<file path="config.mk">
export PLATFORM = sky130hd
export DESIGN_NAME = inst_fetch_unit
export DESIGN_NICKNAME = d
export VERILOG_FILES = /design/src/rtl/rv_if_pkg.sv /design/src/rtl/if_fetch_queue.sv /design/src/rtl/inst_fetch_unit.sv
export SDC_FILE = /design/constraint.sdc
export NUM_CORES = 1
export LEC_CHECK = 0
export ABC_AREA = 1
export BUFFER_PORTS_ARGS = -buffer_cell sky130_fd_sc_hd__buf_2
export CORE_MARGIN = 4
export CORE_UTILIZATION = 59
export DETAILED_ROUTE_END_ITERATION = 16
export HOLD_SLACK_MARGIN = 0.08
export PLACE_DENSITY = 0.85
export SKIP_LAST_GASP = 1
export SLEW_MARGIN = 20
export SYNTH_ARGS = -nofsm -noshare
export SYNTH_HDL_FRONTEND = slang
export SYNTH_SLANG_ARGS = --single-unit
</file>
<file path="constraint.sdc">
create_clock -name clk -period 3.5 [get_ports clk]
set_clock_uncertainty 0.2 [all_clocks]
set_input_delay 0.175 -clock clk [delete_from_list [all_inputs] [get_ports clk]]
set_output_delay 0.175 -clock clk [all_outputs]
set_load 0.01 [all_outputs]
</file>
<file path="src/rtl/rv_if_pkg.sv">
// Shared definitions for the instruction fetch unit: constants, FSM states and fetch-entry layout.
package rv_if_pkg;

    localparam int unsigned PC_W    = 32;
    localparam int unsigned INST_W  = 32;
    localparam int unsigned PC_STEP = 4;

    localparam logic [INST_W-1:0] NOP_INST = 32'h0000_0013;

    typedef enum logic [1:0] {
        ST_BOOT  = 2'd0,
        ST_RUN   = 2'd1,
        ST_FAULT = 2'd2
    } if_state_e;

    typedef struct packed {
        logic [PC_W-1:0]   pc;
        logic [INST_W-1:0] inst;
    } fetch_entry_t;

endpackage

</file>
<file path="src/rtl/if_fetch_queue.sv">
// Two-entry FIFO between fetch and decode; entry 0 is always the head, so head data is a plain register.
module if_fetch_queue #(
    parameter int unsigned         DATA_W    = 64,
    parameter logic [DATA_W-1:0]   EMPTY_VAL = '0
) (
    input  logic              clk,
    input  logic              rst_n,
    input  logic              push_i,
    input  logic              pop_i,
    input  logic              flush_i,
    input  logic [DATA_W-1:0] data_i,
    output logic              valid_o,
    output logic [DATA_W-1:0] head_o,
    output logic [1:0]        count_o
);

    logic [DATA_W-1:0] e0_q, e0_d, e1_q, e1_d;
    logic [1:0]        cnt_q, cnt_d;
    logic              valid_q, valid_d;

    always_ff @(posedge clk or negedge rst_n) begin
        if (!rst_n) begin
            e0_q    <= EMPTY_VAL;
            e1_q    <= EMPTY_VAL;
            cnt_q   <= 2'd0;
            valid_q <= 1'b0;
        end else begin
            e0_q    <= e0_d;
            e1_q    <= e1_d;
            cnt_q   <= cnt_d;
            valid_q <= valid_d;
        end
    end

    // Flush wins over push; an emptied head is reloaded with EMPTY_VAL so outputs show the idle value.
    always_comb begin
        e0_d  = e0_q;
        e1_d  = e1_q;
        cnt_d = cnt_q;
        if (flush_i) begin
            e0_d  = EMPTY_VAL;
            e1_d  = EMPTY_VAL;
            cnt_d = 2'd0;
        end else begin
            unique case ({push_i, pop_i})
                2'b10: begin
                    if (cnt_q == 2'd0) e0_d = data_i;
                    else               e1_d = data_i;
                    cnt_d = cnt_q + 2'd1;
                end
                2'b01: begin
                    e0_d  = (cnt_q == 2'd2) ? e1_q : EMPTY_VAL;
                    e1_d  = EMPTY_VAL;
                    cnt_d = cnt_q - 2'd1;
                end
                2'b11: begin
                    if (cnt_q == 2'd2) begin
                        e0_d = e1_q;
                        e1_d = data_i;
                    end else begin
                        e0_d = data_i;
                    end
                end
                default: ;
            endcase
        end
        valid_d = (cnt_d != 2'd0);
    end

    assign valid_o = valid_q;
    assign head_o  = e0_q;
    assign count_o = cnt_q;

endmodule

</file>
<file path="src/rtl/inst_fetch_unit.sv">
// Instruction fetch: owns the PC, reads the combinational instruction memory, queues {pc, inst} for decode
// and latches a fault on misaligned or out-of-range fetch/redirect addresses.
module inst_fetch_unit
    import rv_if_pkg::*;
#(
    parameter int unsigned         PC_WIDTH      = 32,
    parameter int unsigned         INST_WIDTH    = 32,
    parameter int unsigned         MEM_ADDR_BITS = 20,
    parameter logic [PC_WIDTH-1:0] RESET_PC      = '0
) (
    input  logic                  clk,
    input  logic                  rst_n,
    output logic [PC_WIDTH-1:0]   imem_addr,
    input  logic [INST_WIDTH-1:0] imem_inst,
    input  logic                  redirect_valid,
    input  logic [PC_WIDTH-1:0]   redirect_pc,
    output logic                  if_valid,
    input  logic                  if_ready,
    output logic [INST_WIDTH-1:0] if_inst,
    output logic [PC_WIDTH-1:0]   if_pc,
    output logic                  fault,
    output logic [PC_WIDTH-1:0]   fault_pc
);

    localparam int unsigned ENTRY_W = PC_WIDTH + INST_WIDTH;
    // Address bits above the memory window; zero mask when memory spans the whole PC space.
    localparam logic [PC_WIDTH-1:0] HI_MASK = (MEM_ADDR_BITS >= PC_WIDTH) ? '0 :
        ~((PC_WIDTH'(1) << MEM_ADDR_BITS) - PC_WIDTH'(1));
    localparam logic [ENTRY_W-1:0] EMPTY_ENTRY = {PC_WIDTH'(0), INST_WIDTH'(NOP_INST)};

    function automatic logic addr_ok(input logic [PC_WIDTH-1:0] a);
        return (a[1:0] == 2'b00) && ((a & HI_MASK) == '0);
    endfunction

    if_state_e             state_q, state_d;
    logic [PC_WIDTH-1:0]   pc_q, pc_d;
    logic                  fault_q, fault_d;
    logic [PC_WIDTH-1:0]   fault_pc_q, fault_pc_d;
    logic                  push, pop, flush, space;
    logic [1:0]            q_count;
    logic [ENTRY_W-1:0]    q_head;
    logic                  q_valid;

    always_ff @(posedge clk or negedge rst_n) begin
        if (!rst_n) begin
            state_q    <= ST_BOOT;
            pc_q       <= RESET_PC;
            fault_q    <= 1'b0;
            fault_pc_q <= '0;
        end else begin
            state_q    <= state_d;
            pc_q       <= pc_d;
            fault_q    <= fault_d;
            fault_pc_q <= fault_pc_d;
        end
    end

    assign pop   = q_valid & if_ready;
    assign space = (q_count != 2'd2) | pop;

    // Redirect overrides everything; otherwise RUN checks the PC before capturing the memory word.
    always_comb begin
        state_d    = state_q;
        pc_d       = pc_q;
        fault_d    = fault_q;
        fault_pc_d = fault_pc_q;
        push       = 1'b0;
        flush      = 1'b0;
        if (redirect_valid) begin
            flush = 1'b1;
            if (addr_ok(redirect_pc)) begin
                pc_d    = redirect_pc;
                state_d = ST_RUN;
                fault_d = 1'b0;
            end else begin
                state_d    = ST_FAULT;
                fault_d    = 1'b1;
                fault_pc_d = redirect_pc;
            end
        end else begin
            unique case (state_q)
                ST_BOOT: state_d = ST_RUN;
                ST_RUN: begin
                    if (!addr_ok(pc_q)) begin
                        state_d    = ST_FAULT;
                        fault_d    = 1'b1;
                        fault_pc_d = pc_q;
                    end else if (space) begin
                        push = 1'b1;
                        pc_d = pc_q + PC_WIDTH'(PC_STEP);
                    end
                end
                ST_FAULT: ;
                default:  state_d = ST_BOOT;
            endcase
        end
    end

    if_fetch_queue #(
        .DATA_W    (ENTRY_W),
        .EMPTY_VAL (EMPTY_ENTRY)
    ) u_queue (
        .clk     (clk),
        .rst_n   (rst_n),
        .push_i  (push),
        .pop_i   (pop),
        .flush_i (flush),
        .data_i  ({pc_q, imem_inst}),
        .valid_o (q_valid),
        .head_o  (q_head),
        .count_o (q_count)
    );

    assign imem_addr = pc_q;
    assign if_valid  = q_valid;
    assign if_pc     = q_head[ENTRY_W-1:INST_WIDTH];
    assign if_inst   = q_head[INST_WIDTH-1:0];
    assign fault     = fault_q;
    assign fault_pc  = fault_pc_q;

endmodule

</file>
---- Word level (Yosys, flattened, before mapping) ----
Cells that the tools add are included.
word-level totals
  flip-flop bits (word level) ............. 198
  input bits .............................. 68
  output and inout port bits .............. 130
cells by class
  add/sub/neg operators ................... 3
  equality and inequality tests ........... 15
  muxes and demuxes ....................... 33
  bitwise logic cells ..................... 2
  reductions and logical operators ........ 19
operators by type and width
  operator                                                                  number
  64-bit 2-to-1 mux                                                         7
  64-bit case mux with 3 select lines                                       2
  32-bit 2-to-1 mux                                                         9
  32-bit zero test                                                          2
  32-bit by 3-bit adder with 32-bit output (second input constant)          1
  1-bit 2-to-1 mux                                                          9
  2-bit == test (second input constant)                                     4
  2-bit zero test                                                           4
  2-bit 2-to-1 mux                                                          4
  2-bit inequality test (second input constant)                             4
  2-bit nonzero test                                                        4
  3-bit by 2-bit inequality test with 1-bit output (second input constant)  2
  3-bit inequality test (second input constant)                             2
  2-bit case mux with 3 select lines                                        1
  2-bit AND reduction                                                       3
  3-bit AND reduction                                                       2
  2-bit by 1-bit == test with 1-bit output (second input constant)          2
  2-bit case mux with 2 select lines                                        1
  4-bit AND reduction                                                       1
  4-bit nonzero test                                                        1
  2-bit by 1-bit adder with 2-bit output (second input constant)            1
  1-bit logical AND                                                         2
  2-bit by 1-bit inequality test with 1-bit output (second input constant)  1
  2-bit by 1-bit subtractor with 2-bit output (second input constant)       1
  2 further kinds                                                           2

---- Logic depth before layout (Yosys ltp) ----
Gate-level depths: netlist of run 1.
  depth in word-level cells ............... 10
  depth in mapped cells ................... 14
  gate-level depth less buffers ........... 13

---- Cells and area by module ----
A second synthesis of run 1 with hierarchy kept.
second synthesis, totals
  cell total of the unflattened synthesis .. 1,424
  area, all modules ....................... 10,244.8 µm²
modules (own cells, without submodules)
  module           times used  cells an instance  area an instance (µm²)
  if_fetch_queue   1           950                6,775.2
  inst_fetch_unit  1           474                3,469.6

---- Worst setup path before layout of run 1 ----
OpenSTA, ideal clock, no wires.
  kind .................................... register -> register
  start point ............................. register pc_q[20] (netlist: imem_addr[20])
  end point ............................... register u_queue.e1_q[53]
  arrival time ............................ 2.000 ns
  required time ........................... 3.179 ns
  slack ................................... 1.178 ns
  cell stages (with the launch flop) ...... 13
  path buffers ............................ 2
  path through ............................ dfrtp_1 > nor2_1 > nand2_1 > nor2_2 > nand3_1 > nor2_2 > ha_1 > nand3_1 > nand2_1 > a21oi_1 > buf_2 > buf_2 > o21ai_1
between the ends
  cells in the longest elaborated chain, start to end .. 8
  elaborated cells on any way between the ends .. 14
ends and longest elaborated chain
  element                                                                                   line                   source
  from (decl)                                                                               inst_fetch_unit.sv:36  logic [PC_WIDTH-1:0] pc_q, pc_d;
  from (signal assigned)                                                                    inst_fetch_unit.sv:52  pc_q <= pc_d;
  32-bit zero test (*)                                                                      inst_fetch_unit.sv:32  return (a[1:0] == 2'b00) && ((a & HI_MASK) == '0);
  1-bit logical AND (*)                                                                     inst_fetch_unit.sv:32
  1-bit 2-to-1 mux (*)                                                                      inst_fetch_unit.sv:84  if (!addr_ok(pc_q)) begin
  1-bit 2-to-1 mux (*)                                                                      inst_fetch_unit.sv:81  unique case (state_q)
  1-bit 2-to-1 mux (*)                                                                      inst_fetch_unit.sv:69  if (redirect_valid) begin
  2-bit == test / 2-bit by 1-bit == test with 1-bit output (equally long branches)          if_fetch_queue.sv:45   unique case ({push_i, pop_i})
  3-bit by 2-bit inequality test with 1-bit output (no line), or another cell as far along  --
  3-bit AND reduction (no line) / 64-bit 2-to-1 mux (equally long branches)                 --
  to (signal assigned)                                                                      if_fetch_queue.sv:24   e1_q <= EMPTY_VAL;
  to (signal assigned)                                                                      if_fetch_queue.sv:29   e1_q <= e1_d;
  to (decl)                                                                                 if_fetch_queue.sv:17   logic [DATA_W-1:0] e0_q, e0_d, e1_q, e1_d;
Mark *: on every way between the ends. The rest lies on a longest branch, timed or not.
A chain may end at the register's enable or synchronous reset.

---- Worst setup path after layout of run 1 ----
  start point ............................. register u_queue.cnt_q[0] (netlist: u_queue.count_o[0])
  end point ............................... register u_queue.e0_q[19] (netlist: u_queue.head_o[19])
between the ends
  cells in the longest elaborated chain, start to end .. 9
  elaborated cells on any way between the ends .. 18
ends and longest elaborated chain
  element                                                                           line                   source
  from (decl)                                                                       if_fetch_queue.sv:18   logic [1:0] cnt_q, cnt_d;
  from (signal assigned)                                                            if_fetch_queue.sv:30   cnt_q <= cnt_d;
  2-bit inequality test                                                             inst_fetch_unit.sv:59  assign space = (q_count != 2'd2) | pop;
  1-bit OR                                                                          inst_fetch_unit.sv:59
  1-bit 2-to-1 mux                                                                  inst_fetch_unit.sv:88  end else if (space) begin
  1-bit 2-to-1 mux                                                                  inst_fetch_unit.sv:84
  1-bit 2-to-1 mux                                                                  inst_fetch_unit.sv:81
  1-bit 2-to-1 mux                                                                  inst_fetch_unit.sv:69
  2-bit == test / 2-bit by 1-bit == test with 1-bit output (equally long branches)  if_fetch_queue.sv:45
  64-bit case mux with 3 select lines, or another cell as far along                 if_fetch_queue.sv:45
  64-bit 2-to-1 mux / 2-bit AND reduction (equally long branches)                   --
  to (signal assigned)                                                              if_fetch_queue.sv:23   e0_q <= EMPTY_VAL;
  to (signal assigned)                                                              if_fetch_queue.sv:28   e0_q <= e0_d;
  to (decl)                                                                         if_fetch_queue.sv:17
Parallel ways exist; a longest one is shown, timed or not.

==> flow_metrics.env, run 1 <==
export IMPL_netlist_instances=1205
export IMPL_cts_tree="done"
export IMPL_drt_iter0_markers=981
export IMPL_syn_area_per_cell_um2=7.85
export IMPL_tightest_slew_ns=1.14
export IMPL_cts_buffers=17
export IMPL_gpl_final_weighted_congestion=0.929
export IMPL_avgRoutedWirePerCell_um=16.9
export IMPL_n_fill_cell=1174
export IMPL_clk_latency_ns=0.42
export IMPL_worstReg2RegStart="u_queue.count_o[0]$_DFF_PN0_"
export IMPL_grt_usage_pct=31.1
export IMPL_worst_hold_slack_ns=0.152
export IMPL_die_h_um=135
export IMPL_p_sw_mw=1.37
export IMPL_slowest_stage="a21oi_4"
export IMPL_setup_viol=0
export IMPL_status="finished, final reports clean"
export IMPL_rsz0062_at_grt="false"
export IMPL_clock_sinks=198
export IMPL_min_period_over_period_pct=94.7
export IMPL_die_x_um=135
export IMPL_critPathKind="reg2reg"
export IMPL_nNetsFinal=1506
export IMPL_num_rows=46
export IMPL_worstPathMaxFanout=37
export IMPL_cts_buffer_depth=2
export IMPL_synth_area_top_cells="dfrtp_1 (51%), nand2_1 (13%), inv_1 (6.5%)"
export IMPL_cp_end_kind="flip-flop"
export IMPL_place_area_um2=10600
export IMPL_finalHoldViolCount=0
export IMPL_hp_class="in2async"
export IMPL_power_internal_mw=3.91
export IMPL_portBuffers=197
export IMPL_core_area_um2=15800
export IMPL_place_inst=1565
export IMPL_yosysTopAreaCell="dfrtp_1"
export IMPL_pwr_density_cell_nw_per_um2=446
export IMPL_drv_cap=0
export IMPL_htreeDepth=4
export IMPL_clk_pin_slew_worst_paths_ns=0.07
export IMPL_grt_ovfl_total=0
export IMPL_grt_pass1_wl_um=45000
export IMPL_clock_power_share_pct=39.5
export IMPL_swShare_pct=26.0
export IMPL_synth_area_um2=9460
export IMPL_drc=0
export IMPL_synth_cell_types=36
export IMPL_grt_pass1_vias=9042
export IMPL_multi_input_area_um2=3550
export IMPL_ant_nets=0
export IMPL_rr_worst_depth=10
export IMPL_final_cell_mix="nand2_1 (316), buf_2 (196), dfrtp_1 (192), inv_1 (164), nor2_1 (112)"
export IMPL_timing_fmax_mhz=302
export IMPL_cp_start_kind="flip-flop"
export IMPL_final_cell_area_um2=11800
export IMPL_path_cells="inv_1 -> nand2_2 -> nor2_2 -> nor2_2 -> ha_1 -> a21oi_4 -> buf_4 -> o22ai_1 -> nand2_1 -> nand2_1"
export IMPL_r2r_setup_slack_ns=0.18
export IMPL_max_slew_margin_rel_pct=24.0
export IMPL_r2r_end="u_queue.head_o[19]$_DFFE_PN0P_"
export IMPL_worst_ir_drop_vdd_mv=0.368
export IMPL_ys_seq_area_share_pct=52.5
export IMPL_antenna_found_initial=0
export IMPL_required_ns=3.60
export IMPL_finalNonFillerCells=1663
export IMPL_finalPower_mw=5.29
export IMPL_firstDrtPassIters=6
export IMPL_min_period_ns=3.32
export IMPL_cts_setup_buffers=0
export IMPL_register_area_um2=4960
export IMPL_total_leakage_power_nw=6.23
export IMPL_slowest_delay_ns=0.89
export IMPL_pwr_share_seq_pct=47.7
export IMPL_syn_to_final_growth_pct=25.3
export IMPL_drive_gt1_share_pct=18.7
export IMPL_slew_viol_final=0
export IMPL_initial_core_util_pct=60.0
export IMPL_layout_commonest_cell="nand2_1"
export IMPL_tns_ns=0
export IMPL_crit_arrival_ns=3.42
export IMPL_grt_max_degree=90
export IMPL_ys_ff_latch=198
export IMPL_io_pins=198
export IMPL_routed_wl_um=28100
export IMPL_via_count=9307
export IMPL_clockRootBuffer="clkbuf_16"
export IMPL_yosys_warnings=0
export IMPL_hpwl_um=17300
export IMPL_viasPerCell=5.60
export IMPL_syn_nets=1277
export IMPL_fp_dieArea_um2=18100
export IMPL_comb_power_share_pct=12.8
export IMPL_synth_top_area_share_pct=50.8
export IMPL_n_antenna_cell=0
==> synthesized netlist by cell type <==
master    instances
a211oi_1          2
a21oi_1          40
a21oi_2           1
a22oi_1           1
a31oi_1           1
and2_1            1
and2b_1           1
buf_2            30
buf_4            12
buf_6             2
clkbuf_1         23
clkbuf_2          1
dfrtp_1         192
dfstp_2           6
ha_1              4
inv_1           164
inv_2             3
nand2_1         316
nand2_2           2
nand2b_2          1
nand3_1          79
nand3_2           1
nand3b_1          1
nand4_1           7
nand4_2           2
nor2_1          113
nor2_2            7
nor3_1            6
o211ai_1          2
o21ai_0          74
o21ai_1          45
o21ai_2           1
o22ai_1          61
o31ai_1           1
or2_2             1
xor2_1            1
==> critical path: cells and delay by family, from the launching register on <==
family | cells | cell delay [ns]
simple gates | 5 | 0.65
compound gates | 2 | 1.04
flops | 1 | 0.43
buf+inv | 2 | 0.62
fa+ha+maj | 1 | 0.23
==> through the flow <==
step                      util, %  setup WS (ns)
after floorplan                 -           1.18
after global placement       67.0          0.441
after detailed placement     67.0          0.324
after CTS                    75.1          0.277
after global routing         75.1         0.0621
final                        75.1          0.185
==> state kept, by name, summed over array words and instances, names as in the netlist <==
register	count
u_queue.valid_o	1
fault_pc	32
imem_addr	32
u_queue.count_o	2
u_queue.head_o	64
u_queue.e1_q	64
fault	1
state_q	2
==> worst max-delay path by stage <==
stage	endpoint	startpoint	slack, ns	depth (start not counted)
2_1_floorplan	u_queue.e1_q[53]$_DFFE_PN0P_	imem_addr[20]$_DFFE_PN0P_	1.18	12
3_3_place_gp	u_queue.head_o[40]$_DFFE_PN0P_	u_queue.count_o[0]$_DFF_PN0_	0.44	10
3_5_place_dp	u_queue.head_o[25]$_DFFE_PN0P_	u_queue.valid_o$_DFF_PN0_	0.32	10
4_1_cts	u_queue.head_o[32]$_DFFE_PN0P_	u_queue.count_o[0]$_DFF_PN0_	0.28	10
5_1_grt	u_queue.e1_q[0]$_DFFE_PN1P_	imem_addr[20]$_DFFE_PN0P_	0.06	13
6_report	u_queue.head_o[19]$_DFFE_PN0P_	u_queue.count_o[0]$_DFF_PN0_	0.18	10
==> area by class of cell <==
| type | count | area share, % |
|---|---|---|
| clock buffers | 17 | 3.59 |
| inverters | 167 | 5.29 |
| flip-flops and latches | 198 | 41.9 |
| repair buffers | 278 | 15.2 |
| clock inverters | 15 | 1.72 |
| multi-input cells | 772 | 30.0 |
| well taps | 216 | 2.28 |
==> power by group through the flow <==
stage               Sequential (mW)  Combinational, mW  Clock (mW)
CTS                            2.52              0.667        2.11
floorplan                      2.60              0.286           0
global placement               2.55              0.588           0
detailed placement             2.56              0.604           0
global route                   2.53              0.747        2.20
finish                         2.52              0.676        2.09
==> cells by family (layout without fill, tap and decap cells) <==
family          after synthesis  after routing  share of synthesized area, %
buf+inv                     235            477                          10.4
xor+xnor                      1              1                        0.0926
simple gates                538            538                          23.3
compound gates              229            229                          13.2
flops                       198            198                          52.5
fa+ha+maj                     4              4                         0.529
==> per-layer routing <==
metal  routed length, um  up-vias  global-route usage, %  part of all wire, %
li1                    -     4303                      -                    -
met1               11100     4396                   40.4                   39
met2               13600      518                   51.5                   48
met3                2300       90                   5.70                  8.2
met4                1100        0                   13.5                  3.9
met5                   0        -                      0                    0
==> repair_timing <==
item | in CTS | in global routing
hold endpoints to repair | 193 | 0
hold buffers | 66 | 0
gates resized for setup | 0 | 0
No activity file was read; power rests on OpenSTA's default activity.
==> run 2, diff against run 1 <==
Settings changed: ABC_AREA 1 to not set, PLACE_DENSITY 0.85 to 0.86.
==> run 2 against run 1 <==
  * Combinational power grew 60%
  * Power grew 11%
  * Cell count shrank 19%
  * Hold slack gained 0.019 ns
  * Critical endpoint is now u_queue.head_o[24]$_DFFE_PN0P_
  * Largest power group unchanged
==> flow_metrics.env, run 2 <==
export IMPL_grt_usage_pct=29.4
export IMPL_timing_fmax_mhz=307
export IMPL_slowest_delay_ns=0.45
export IMPL_tightest_slew_ns=0.963
export IMPL_postSynth_asyncResetShare_pct=100
export IMPL_drt_iter0_markers=739
export IMPL_hpwl_um=15700
export IMPL_syn_to_final_growth_pct=26.1
export IMPL_clk_pin_slew_worst_paths_ns=0.07
export IMPL_min_period_ns=3.26
export IMPL_ys_ff_latch=198
export IMPL_avgRoutedWirePerCell_um=18.6
export IMPL_required_ns=3.64
export IMPL_cts_tree="done"
export IMPL_slowest_stage="dfrtp_1"
export IMPL_core_area_um2=14800
export IMPL_cts_buffer_depth=2
export IMPL_initial_core_util_pct=61.0
export IMPL_crit_end="u_queue.head_o[24]$_DFFE_PN0P_"
export IMPL_crit_arrival_ns=3.40
export IMPL_syn_nets=1005
export IMPL_ys_seq_area_share_pct=55.1
export IMPL_crit_path_frequent_cell="nand2_1"
export IMPL_antenna_found_initial=0
export IMPL_tns_ns=0
export IMPL_viasPerCell=5.97
export IMPL_rr_worst_depth=11
export IMPL_via_count=8092
export IMPL_yosys_warnings=0
export IMPL_synth_common_cells="nand2_1 (231), dfrtp_1 (192), o21ai_0 (150)"
export IMPL_gpl_final_weighted_congestion=0.879
export IMPL_n_antenna_cell=0
export IMPL_netlist_instances=933
export IMPL_drc=0
export IMPL_clock_power_share_pct=33.4
export IMPL_yosysTopAreaCell="dfrtp_1"
export IMPL_ant_nets=0
export IMPL_portBuffers=197
export IMPL_num_rows=44
export IMPL_final_cell_mix="nand2_1 (230), buf_2 (196), dfrtp_1 (192), o21ai_0 (150), dlygate4sd3_1 (65)"
export IMPL_critPathKind="reg2reg"
export IMPL_power_internal_mw=4.14
export IMPL_drive_gt1_share_pct=24.6
export IMPL_synth_cell_types=61
export IMPL_rsz0062_at_grt="false"
export IMPL_htreeDepth=4
export IMPL_status="finished, final reports clean"
export IMPL_finalNonFillerCells=1355
export IMPL_r2r_setup_slack_ns=0.24
export IMPL_die_x_um=132
export IMPL_ys_flop_type="dfrtp_1"
export IMPL_worstReg2RegStart="imem_addr[26]$_DFFE_PN0P_"
export IMPL_grt_pass1_wl_um=41900
export IMPL_path_cells="nor4_2 -> nand4_2 -> or2_2 -> inv_1 -> ha_1 -> nand2b_1 -> nand2_1 -> nand2_1 -> nand2_2 -> buf_4 -> o21ai_0"
export IMPL_worstPathMaxFanout=45
export IMPL_io_pins=198
export IMPL_clk_latency_ns=0.43
export IMPL_routed_wl_um=25300
export IMPL_syn_area_per_cell_um2=9.65
export IMPL_min_period_over_period_pct=93.2
export IMPL_synth_edf_count=0
export IMPL_p_sw_mw=1.74
export IMPL_nNetsFinal=1232
export IMPL_total_leakage_power_nw=5.51
export IMPL_hp_class="in2async"
export IMPL_clockRootBuffer="clkbuf_16"
export IMPL_slew_viol_final=0
export IMPL_grt_ovfl_total=0
export IMPL_synth_area_um2=9000
export IMPL_pwr_density_cell_nw_per_um2=518
export IMPL_n_fill_cell=958
export IMPL_die_h_um=132
export IMPL_r2r_end="u_queue.head_o[24]$_DFFE_PN0P_"
export IMPL_synth_top_area_share_pct=53.4
export IMPL_cts_setup_buffers=0
export IMPL_drv_cap=0
export IMPL_pwr_share_seq_pct=48.2
export IMPL_synth_area_top_cells="dfrtp_1 (53%), nand2_1 (9.6%), o21ai_0 (8.3%)"
export IMPL_place_inst=1260
export IMPL_cp_end_kind="flip-flop"
export IMPL_firstDrtPassIters=6
export IMPL_comb_power_share_pct=18.4
export IMPL_clock_sinks=198
export IMPL_cp_start_kind="flip-flop"
export IMPL_fp_dieArea_um2=17300
export IMPL_yosysMostFrequentCell="nand2_1"
export IMPL_worst_ir_drop_vdd_mv=0.341
export IMPL_finalHoldViolCount=0
export IMPL_finalPower_mw=5.88
export IMPL_max_slew_margin_rel_pct=35.8
export IMPL_grt_pass1_vias=8160
export IMPL_cts_buffers=17
export IMPL_layout_commonest_cell="nand2_1"
export IMPL_setup_viol=0
export IMPL_grt_max_degree=92
export IMPL_setup_worst_path_start="imem_addr[26]$_DFFE_PN0P_"
export IMPL_swShare_pct=29.6
-- run 2: cell count changes in the layout (fill, tap and decap cells not counted), moves of 5 or more --
cell	before	now
nor2_1	112	15
o21ai_1	45	11
o22ai_1	61	8
nor4_1	0	6
clkbuf_8	1	6
inv_1	164	10
and2_1	1	13
nand3_1	79	8
nor2_2	7	1
nand2_1	316	230
o21ai_0	74	150
a22oi_1	1	61
mux2i_1	0	33
o21ai_2	0	9
-- run 2: what timing repair did --
item / in CTS / in global routing
endpoints found under the hold margin: 206 / 0
endpoints found under the setup margin: 0 / 27
hold buffers: 65 / 0
resized for setup: 0 / 2
-- run 2: stage by stage --
stage | setup slack [ns] | utilization (%) | area (um^2) | hold WS [ns]
2_1_floorplan | 0.680 | - | 9000 | -0.321
3_3_place_gp | 0.378 | 68.5 | 10100 | 0.0916
3_5_place_dp | 0.203 | 68.5 | 10100 | 0.0931
4_1_cts | 0.151 | 76.9 | 11300 | 0.178
5_1_grt | 0.0191 | 77.0 | 11400 | 0.197
6_report | 0.238 | 77.0 | 11400 | 0.171
-- run 2: worst max-delay path: cells and delay by family, from the launching register on --
family,cells,cell delay [ns]
buffers and inverters,2,0.35
AND/OR/NAND/NOR,7,1.60
adder cells (fa/ha/maj),1,0.28
AO/OA/AOI/OAI,1,0.25
flip-flops,1,0.45
-- run 2: worst min path at each step --
stage | from | end | depth (start not counted) | slack (ns)
after floorplan | rst_n | fault$_DFFE_PN0P_ | 0 | -0.32
after global placement | rst_n | u_queue.head_o[12]$_DFFE_PN0P_ | 1 | 0.09
after detailed placement | rst_n | u_queue.head_o[12]$_DFFE_PN0P_ | 1 | 0.09
after CTS | redirect_valid | state_q[0]$_DFFE_PN0P_ | 4 | 0.18
after global routing | redirect_valid | state_q[0]$_DFFE_PN0P_ | 4 | 0.20
final | rst_n | u_queue.head_o[12]$_DFFE_PN0P_ | 2 | 0.17
-- run 2: cell families (layout without fill, tap and decap cells) --
logic type	Yosys count	after routing	synth area share, %
and+or+nand+nor	306	306	15.0
adders and majority gates	4	4	0.556
muxes	33	33	3.67
xor gates and xnor gates	3	3	0.292
DFF	198	198	55.1
AOI/OAI and AO/OA	305	305	20.6
buffers and inverters	84	322	4.77
-- run 2: per-layer routing --
metal / vias to the layer above / wire, um / global-route usage, % / share of wire [%]
met2: 379 / 12100 / 46.5 / 48
met3: 53 / 1880 / 6.35 / 7.4
met4: 0 / 591 / 11.1 / 2.3
li1: 3721 / - / - / -
met5: - / 0 / 0 / 0
met1: 3939 / 10700 / 40.4 / 42
-- run 2: final cells by class --
cell class | instances | area (um^2) | area share (%)
well taps | 184 | 230 | 2.03
flip-flops and latches | 198 | 4960 | 43.7
repair buffers | 282 | 1860 | 16.4
clock inverters | 7 | 93.8 | 0.826
multi-input cells | 651 | 3670 | 32.3
clock buffers | 23 | 498 | 4.39
inverters | 10 | 37.5 | 0.331
-- run 2: power groups by stage --
stage / combinational [mW] / clock [mW] / sequential (mW)
floorplan: 0.538 / 0 / 2.85
global placement: 0.969 / 0 / 2.85
detailed placement: 0.998 / 0 / 2.86
CTS: 1.06 / 1.98 / 2.82
global route: 1.20 / 2.08 / 2.87
finish: 1.08 / 1.96 / 2.84
